--- config.mk ---
export PLATFORM = sky130hd
export DESIGN_NAME = serial_to_par3
export DESIGN_NICKNAME = d
export VERILOG_FILES = /design/src/rtl/serial_to_par3_pkg.sv /design/src/rtl/serial_to_par3_reg.sv /design/src/rtl/serial_to_par3.sv
export SDC_FILE = /design/constraint.sdc
export NUM_CORES = 1
export LEC_CHECK = 0
export ABC_AREA = 0
export ABC_CLOCK_PERIOD_IN_PS = 2600
export CORE_UTILIZATION = 45
export DETAILED_ROUTE_END_ITERATION = 6
export GPL_TIMING_DRIVEN = 0
export PLACE_DENSITY = 0.72
export RECOVER_POWER = 50
export SLEW_MARGIN = 40
export SYNTH_ARGS = -nofsm -noshare
export SYNTH_HDL_FRONTEND = slang
export SYNTH_SLANG_ARGS = --single-unit
--- constraint.sdc ---
create_clock -name CLK -period 2.6 [get_ports CLK]
set_input_delay 0.39 -clock CLK [delete_from_list [all_inputs] [get_ports CLK]]
set_output_delay 0.39 -clock CLK [all_outputs]
set_load 0.1 [all_outputs]
--- src/rtl/serial_to_par3_pkg.sv ---
// Shared definitions for the serial-to-3-parallel input stage:
// fill-phase encoding and the default sample width.
package serial_to_par3_pkg;

  // Default sample width; matches the downstream FIR data width.
  localparam int unsigned NBIT_DEFAULT = 9;

  // Width of the fill-phase register.
  localparam int unsigned PHASE_W = 2;

  // Number of samples packed into one parallel word.
  localparam int unsigned LANES = 3;

  // Fill phase: number of samples currently held. Encoding 3 is illegal.
  typedef enum logic [PHASE_W-1:0] {
    PH0 = 2'd0,  // empty
    PH1 = 2'd1,  // H0 full
    PH2 = 2'd2   // H0 and H1 full
  } phase_e;

endpackage : serial_to_par3_pkg

--- src/rtl/serial_to_par3_reg.sv ---
// reg_nbit_en: NBIT-wide register with asynchronous active-low clear
// and synchronous load enable.
//   clk   - rising-edge clock
//   rst_n - asynchronous clear, active low
//   en    - load enable; q holds when low
//   d     - data in
//   q     - registered data out
module reg_nbit_en #(
  parameter int unsigned NBIT = 9
) (
  input  logic            clk,
  input  logic            rst_n,
  input  logic            en,
  input  logic [NBIT-1:0] d,
  output logic [NBIT-1:0] q
);

  // Load-enabled storage, cleared asynchronously.
  always_ff @(posedge clk or negedge rst_n) begin
    if (!rst_n) begin
      q <= '0;
    end else if (en) begin
      q <= d;
    end
  end

endmodule : reg_nbit_en

--- src/rtl/serial_to_par3.sv ---
// serial_to_par3: packs every three consecutive valid serial samples into
// one parallel word with a single-cycle VOUT strobe. FLUSH closes a partial
// group with zero padding (a sample presented with FLUSH is included first).
//   CLK      - clock, rising edge
//   RST_n    - asynchronous reset, active low
//   DIN      - serial sample, two's complement, passed through bit-exact
//   VIN      - DIN valid this cycle
//   FLUSH    - close the current partial group
//   DOUT3k   - oldest sample of the group (registered, held until next emit)
//   DOUT3k1  - middle sample of the group
//   DOUT3k2  - newest sample of the group
//   VOUT     - one-cycle strobe, parallel word valid
//   PHASE    - current fill phase (0, 1 or 2)
module serial_to_par3
  import serial_to_par3_pkg::*;
#(
  parameter int unsigned NBIT = NBIT_DEFAULT
) (
  input  logic               CLK,
  input  logic               RST_n,
  input  logic [NBIT-1:0]    DIN,
  input  logic               VIN,
  input  logic               FLUSH,
  output logic [NBIT-1:0]    DOUT3k,
  output logic [NBIT-1:0]    DOUT3k1,
  output logic [NBIT-1:0]    DOUT3k2,
  output logic               VOUT,
  output logic [PHASE_W-1:0] PHASE
);

  phase_e phase_q;
  phase_e phase_nxt;

  logic [NBIT-1:0] h0_q;
  logic [NBIT-1:0] h1_q;

  logic            h0_en_c;
  logic            h1_en_c;
  logic            emit_c;
  logic [NBIT-1:0] lane0_c;
  logic [NBIT-1:0] lane1_c;
  logic [NBIT-1:0] lane2_c;

  // Phase state register.
  always_ff @(posedge CLK or negedge RST_n) begin
    if (!RST_n) begin
      phase_q <= PH0;
    end else begin
      phase_q <= phase_nxt;
    end
  end

  // Next fill phase. Any emit returns to PH0; illegal encoding recovers to PH0.
  always_comb begin
    phase_nxt = phase_q;
    case (phase_q)
      PH0: begin
        if (VIN && !FLUSH) begin
          phase_nxt = PH1;
        end
      end
      PH1: begin
        if (FLUSH) begin
          phase_nxt = PH0;
        end else if (VIN) begin
          phase_nxt = PH2;
        end
      end
      PH2: begin
        if (VIN || FLUSH) begin
          phase_nxt = PH0;
        end
      end
      default: phase_nxt = PH0;
    endcase
  end

  // Holding-register loads, emit decision and the word presented to the
  // output lanes. Padding lanes are forced to zero only on a flush emit.
  always_comb begin
    h0_en_c = 1'b0;
    h1_en_c = 1'b0;
    emit_c  = 1'b0;
    lane0_c = '0;
    lane1_c = '0;
    lane2_c = '0;
    case (phase_q)
      PH0: begin
        if (VIN && FLUSH) begin
          emit_c  = 1'b1;
          lane0_c = DIN;
        end else if (VIN) begin
          h0_en_c = 1'b1;
        end
      end
      PH1: begin
        if (FLUSH) begin
          emit_c  = 1'b1;
          lane0_c = h0_q;
          lane1_c = VIN ? DIN : '0;
        end else if (VIN) begin
          h1_en_c = 1'b1;
        end
      end
      PH2: begin
        if (VIN || FLUSH) begin
          emit_c  = 1'b1;
          lane0_c = h0_q;
          lane1_c = h1_q;
          lane2_c = VIN ? DIN : '0;
        end
      end
      default: begin
        emit_c = 1'b0;
      end
    endcase
  end

  // Strobe register: high for exactly the cycle after an emit decision.
  always_ff @(posedge CLK or negedge RST_n) begin
    if (!RST_n) begin
      VOUT <= 1'b0;
    end else begin
      VOUT <= emit_c;
    end
  end

  assign PHASE = phase_q;

  reg_nbit_en #(.NBIT(NBIT)) u_h0 (
    .clk   (CLK),
    .rst_n (RST_n),
    .en    (h0_en_c),
    .d     (DIN),
    .q     (h0_q)
  );

  reg_nbit_en #(.NBIT(NBIT)) u_h1 (
    .clk   (CLK),
    .rst_n (RST_n),
    .en    (h1_en_c),
    .d     (DIN),
    .q     (h1_q)
  );

  reg_nbit_en #(.NBIT(NBIT)) u_out0 (
    .clk   (CLK),
    .rst_n (RST_n),
    .en    (emit_c),
    .d     (lane0_c),
    .q     (DOUT3k)
  );

  reg_nbit_en #(.NBIT(NBIT)) u_out1 (
    .clk   (CLK),
    .rst_n (RST_n),
    .en    (emit_c),
    .d     (lane1_c),
    .q     (DOUT3k1)
  );

  reg_nbit_en #(.NBIT(NBIT)) u_out2 (
    .clk   (CLK),
    .rst_n (RST_n),
    .en    (emit_c),
    .d     (lane2_c),
    .q     (DOUT3k2)
  );

endmodule : serial_to_par3

---- Yosys cells after proc, flatten, opt, wreduce, memory -nomap -nowiden ----
Cells that the tools add are included.
storage, ports and cells
  register bits ........................... 48
  bits of input ports ..................... 13
  output and inout bits ................... 30
  word-level logic and storage cells ...... 42
cells by class
  eq/ne operators ......................... 5
  mux-type cells .......................... 24
  reductions and logical operators ........ 6
operators by type and width
  cell                  number
  $mux W9               8
  $pmux W9 S3           1
  $pmux W9 S2           1
  $mux W1               8
  $mux W2               4
  $pmux W2 S3           1
  $ne A2 B2 Y1 const B  2
  $ne A3 B3 Y1 const B  1
  $pmux W1 S3           1
  $reduce_and A3 Y1     1
  $eq A2 B1 Y1 const B  1
  $eq A2 B2 Y1 const B  1
  $logic_and A1 B1 Y1   2
  $logic_not A2 Y1      1
  $logic_not A1 Y1      1
  $logic_or A1 B1 Y1    1

---- Longest topological paths before layout ----
  word-level depth ........................ 4
  mapped depth ............................ 6
  depth with buffers taken out ............ 5

---- Hierarchy ----
From an unflattened synthesis, not the netlist that was laid out.
second synthesis, totals
  cells, all modules ...................... 176
  area total of the unflattened synthesis .. 2,533.7 µm²
modules (own cells, without submodules)
  module          times used  cells an instance  area an instance (µm²)  sequential area each (µm²)
  reg_nbit_en     5           19                 371.6                   225.2
  serial_to_par3  1           81                 675.6                   75.1

---- Worst setup path after synthesis ----
Ideal clock, no wire load.
  kind .................................... flip-flop to flip-flop
  start ................................... register phase_q[0], in the netlist PHASE[0]
  end ..................................... register u_out0.q[5]
  setup time .............................. 0.126 ns
  arrival time ............................ 2.378 ns
  required time ........................... 2.474 ns
  setup slack ............................. 0.096 ns
  stages on the path, launching flop included .. 7
  path buffers ............................ 1
  clock period less this slack ............ 2.504 ns
  path through ............................ dfrtp_1 -> inv_1 -> ha_1 -> a21oi_1 -> o2bb2ai_4 -> buf_6 -> mux2_4
between the ends
  word-level cells in the longest chain between the ends .. 2
  elaborated cells between the ends (all ways) .. 5
  classes of those cells .................. eq/ne (2); mux (2); reduce/logical (1)
RTL lines
  what                                               RTL line                  text
  from (decl)                                        serial_to_par3.sv:31      phase_e phase_q;
  from (signal assigned)                             serial_to_par3.sv:49      phase_q <= phase_nxt;
  $eq A2 B2 Y1, or another cell as far along         serial_to_par3.sv:87      case (phase_q)
  $pmux W9 S3 / $pmux W1 S3 (equally long branches)  serial_to_par3.sv:87
  to (signal assigned)                               serial_to_par3_reg.sv:21  q <= '0;
  to (signal assigned)                               serial_to_par3_reg.sv:23  q <= d;
  to (decl)                                          serial_to_par3_reg.sv:15  output logic [NBIT-1:0] q
Several ways; a longest one is shown, not always the timed one.
A chain may end at the register's enable or synchronous reset.

---- Final worst setup path ----
  start ................................... register phase_q[0], in the netlist PHASE[0]
  end ..................................... register u_out0.q[7]
Same word-level chain as after synthesis.

==> flow_summary.toml <==
[cts]
clock-sinks = 48
clk_pin_slew_worst_paths_ns = 0.09
clk_path_buf_depth = 2
cts_hold_buf = 1
cts_resized = 0
insertion_delay_ns = 0.30
clockRootBuffer = "clkbuf_8"
htreeDepth = 2
cts_setup_buffers = 0
cts_tree = "done"
numCtsBuffers = 5

[route]
vias = 1527
detail-route-antenna-nets = 0
via_per_inst = 5.45
drt_iter0_markers = 73
drt_pass1_iterations = 4
wl_mm = 4.71
drc = 0
wire_per_inst_um = 16.8

[final_layout]
nNetsFinal = 232
syn_to_final_growth_pct = 20.3
final_cells = 280
drive_gt1_share_pct = 36.2
antenna-diode-count = 0
fin_area_sq_mm = 0.00280

[floorplan]
io_pins = 43
rows = 25
die_y_um = 73.9
start_util_pct = 47.9
coreArea_sq_mm = 0.00485
dieArea_sq_mm = 0.00546
die_w_um = 73.9

[setup_path]
crit_type = "reg -> reg"
critPathMaxFanout = 10
worstPathRequired_ns = 2.79
arrival_ns = 2.37
cp-start-kind = "flip-flop"
cp-end-kind = "flip-flop"

[logic_synthesis]
synthArstFlopShare_pct = 100
netlist_area_sq_mm = 0.00232
ys.flop_type = "dfrtp_1"
yosysWarnings = 0
synth_seq_cells = 48
synth_seq_area_share_pct = 51.7
synth_edf_count = 0
syn_nets = 181
synth_cell_types = 31
syn_inst = 162
avgSynthCellArea_sq_um = 14.4

[sta]
grt_setup_unrepaired = "false"
finalHoldViolations = 0
fin_ws_ns = 0.418
slew_viol_final = 0
max_freq_ghz = 0.458
tightest_slew_ns = 1.18
relSlewSlack_pct = 21.8
skew_ns = 0.00399
setup_violations = 0
finalCritPeriodShare_pct = 83.9
fin_crit_ns = 2.18

[grt]
grt_max_degree = 32
globalRouteOverflowTotal = 0
antenna_found_initial = 0
grt_usage_pct = 19.0
grt_pass1_vias = 1558
grt_pass1_wl_mm = 7.69

[placed_design]
dp_cells = 272
post_dp_cell_area_sq_mm = 0.00270
port_buffers = 42
dp_hpwl_mm = 3.40
place.gp.congestion = 0.825
pre_cts_slack_ns = 0.365

[min_path]
hold_class = "reg -> reg"

[status]
status = "complete, no violations"

[pwr]
powerDensity_mw_per_mm2 = 1350
p_leak_uw = 0.00135
peakVddDrop_uv = 741

[flow_run]
maxCapViolCount = 0
## registers in the layout (all words and copies together) (netlist names)
signal	flops
u_h0.q	9
u_h1.q	9
u_out0.q	9
u_out1.q	9
u_out2.q	9
PHASE	2
VOUT	1
## final timing paths
kind / cells past startpoint / slack, ns / to / startpoint
min in group asynchronous: 2 / 0.73 / u_out2.q[4]$_DFFE_PN0P_ / RST_n
setup reg to reg: 6 / 0.42 / u_out0.q[7]$_DFFE_PN0P_ / PHASE[0]$_DFFE_PN0P_
setup / recovery: 6 / 0.42 / u_out0.q[7]$_DFFE_PN0P_ / PHASE[0]$_DFFE_PN0P_
hold reg to reg: 1 / 0.51 / u_out1.q[0]$_DFFE_PN0P_ / u_out1.q[0]$_DFFE_PN0P_
hold / removal: 1 / 0.51 / u_out1.q[0]$_DFFE_PN0P_ / u_out1.q[0]$_DFFE_PN0P_
max in group asynchronous: 3 / 0.59 / u_out1.q[5]$_DFFE_PN0P_ / RST_n
## worst max-delay path, stage by stage, from the launching register on
cell,delay (ns)
dfrtp_1,0.46
inv_1,0.16
ha_1,0.33
a21oi_1,0.16
o2bb2ai_4,0.39
buf_6,0.25
mux2_4,0.32
## power by group
part / internal [uW] / leakage (uW) / switching (uW)
clock: 378 / 0.0000642 / 245
combinational: 584 / 0.000667 / 1400
sequential: 1010 / 0.000623 / 151
total: 1970 / 0.00135 / 1800
## final cells by class
class	count	area [sq um]
fillers	404	2050
clock buffers	5	68.8
plain buffers	9	61.3
multi-input cells	103	1050
clock inverters	2	60.1
repair buffers	44	260
inverters	2	7.51
well taps	67	83.8
flip-flops and latches	48	1200
## cell usage after synthesis, types with 2 or more instances
master | n | share of area (%)
a32o_1 | 8 | 3.4
ha_1 | 6 | 3.2
nor2b_1 | 2 | 0.54
dfrtp_1 | 48 | 52
a22o_1 | 8 | 3.0
nand2_2 | 2 | 0.54
and3_1 | 10 | 2.7
o211ai_1 | 2 | 0.65
mux2_2 | 27 | 13
buf_6 | 3 | 1.5
nor2_1 | 2 | 0.32
nand3_1 | 2 | 0.43
nand4_1 | 2 | 0.54
clkbuf_1 | 3 | 0.48
mux2_4 | 19 | 12
nand2_1 | 2 | 0.32
inv_1 | 2 | 0.32
## layout by cell type (no fill, tap or decap), types with 3 or more instances in the layout
cell type | Yosys | routed
a22o_1 | 8 | 8
buf_2 | 1 | 16
and3_1 | 10 | 10
dfrtp_1 | 48 | 48
buf_6 | 3 | 3
ha_1 | 6 | 6
mux2_2 | 27 | 27
clkbuf_8 | 0 | 5
clkbuf_1 | 3 | 19
clkdlybuf4s50_1 | 0 | 11
a32o_1 | 8 | 8
mux2_4 | 19 | 19
## routing by layer
metal	wire length, um	track usage, %
met5	0	0
met4	45	5.77
met3	213	4.53
met2	2210	30.6
met1	2230	25.4
## cells by family (layout without fill, tap and decap cells)
logic type	after synthesis	count (layout)	synth area share (%)
flops	48	48	51.7
mux	46	46	25.3
compound gates	26	26	10.5
simple gates	25	25	6.30
buf+inv	11	62	2.96
fa+ha+maj	6	6	3.23
## through the flow
step	setup TNS, ns	total power (uW)	util (%)	hold slack (ns)
6_report	0	3770	57.7	0.512
2_1_floorplan	0	2820	-	0.0944
5_1_grt	0	3930	57.7	0.521
3_5_place_dp	0	3180	55.6	0.270
3_3_place_gp	-4.03	3240	58.3	0.488
4_1_cts	0	3810	58.5	0.483
No activity file was read; power rests on OpenSTA's default activity.
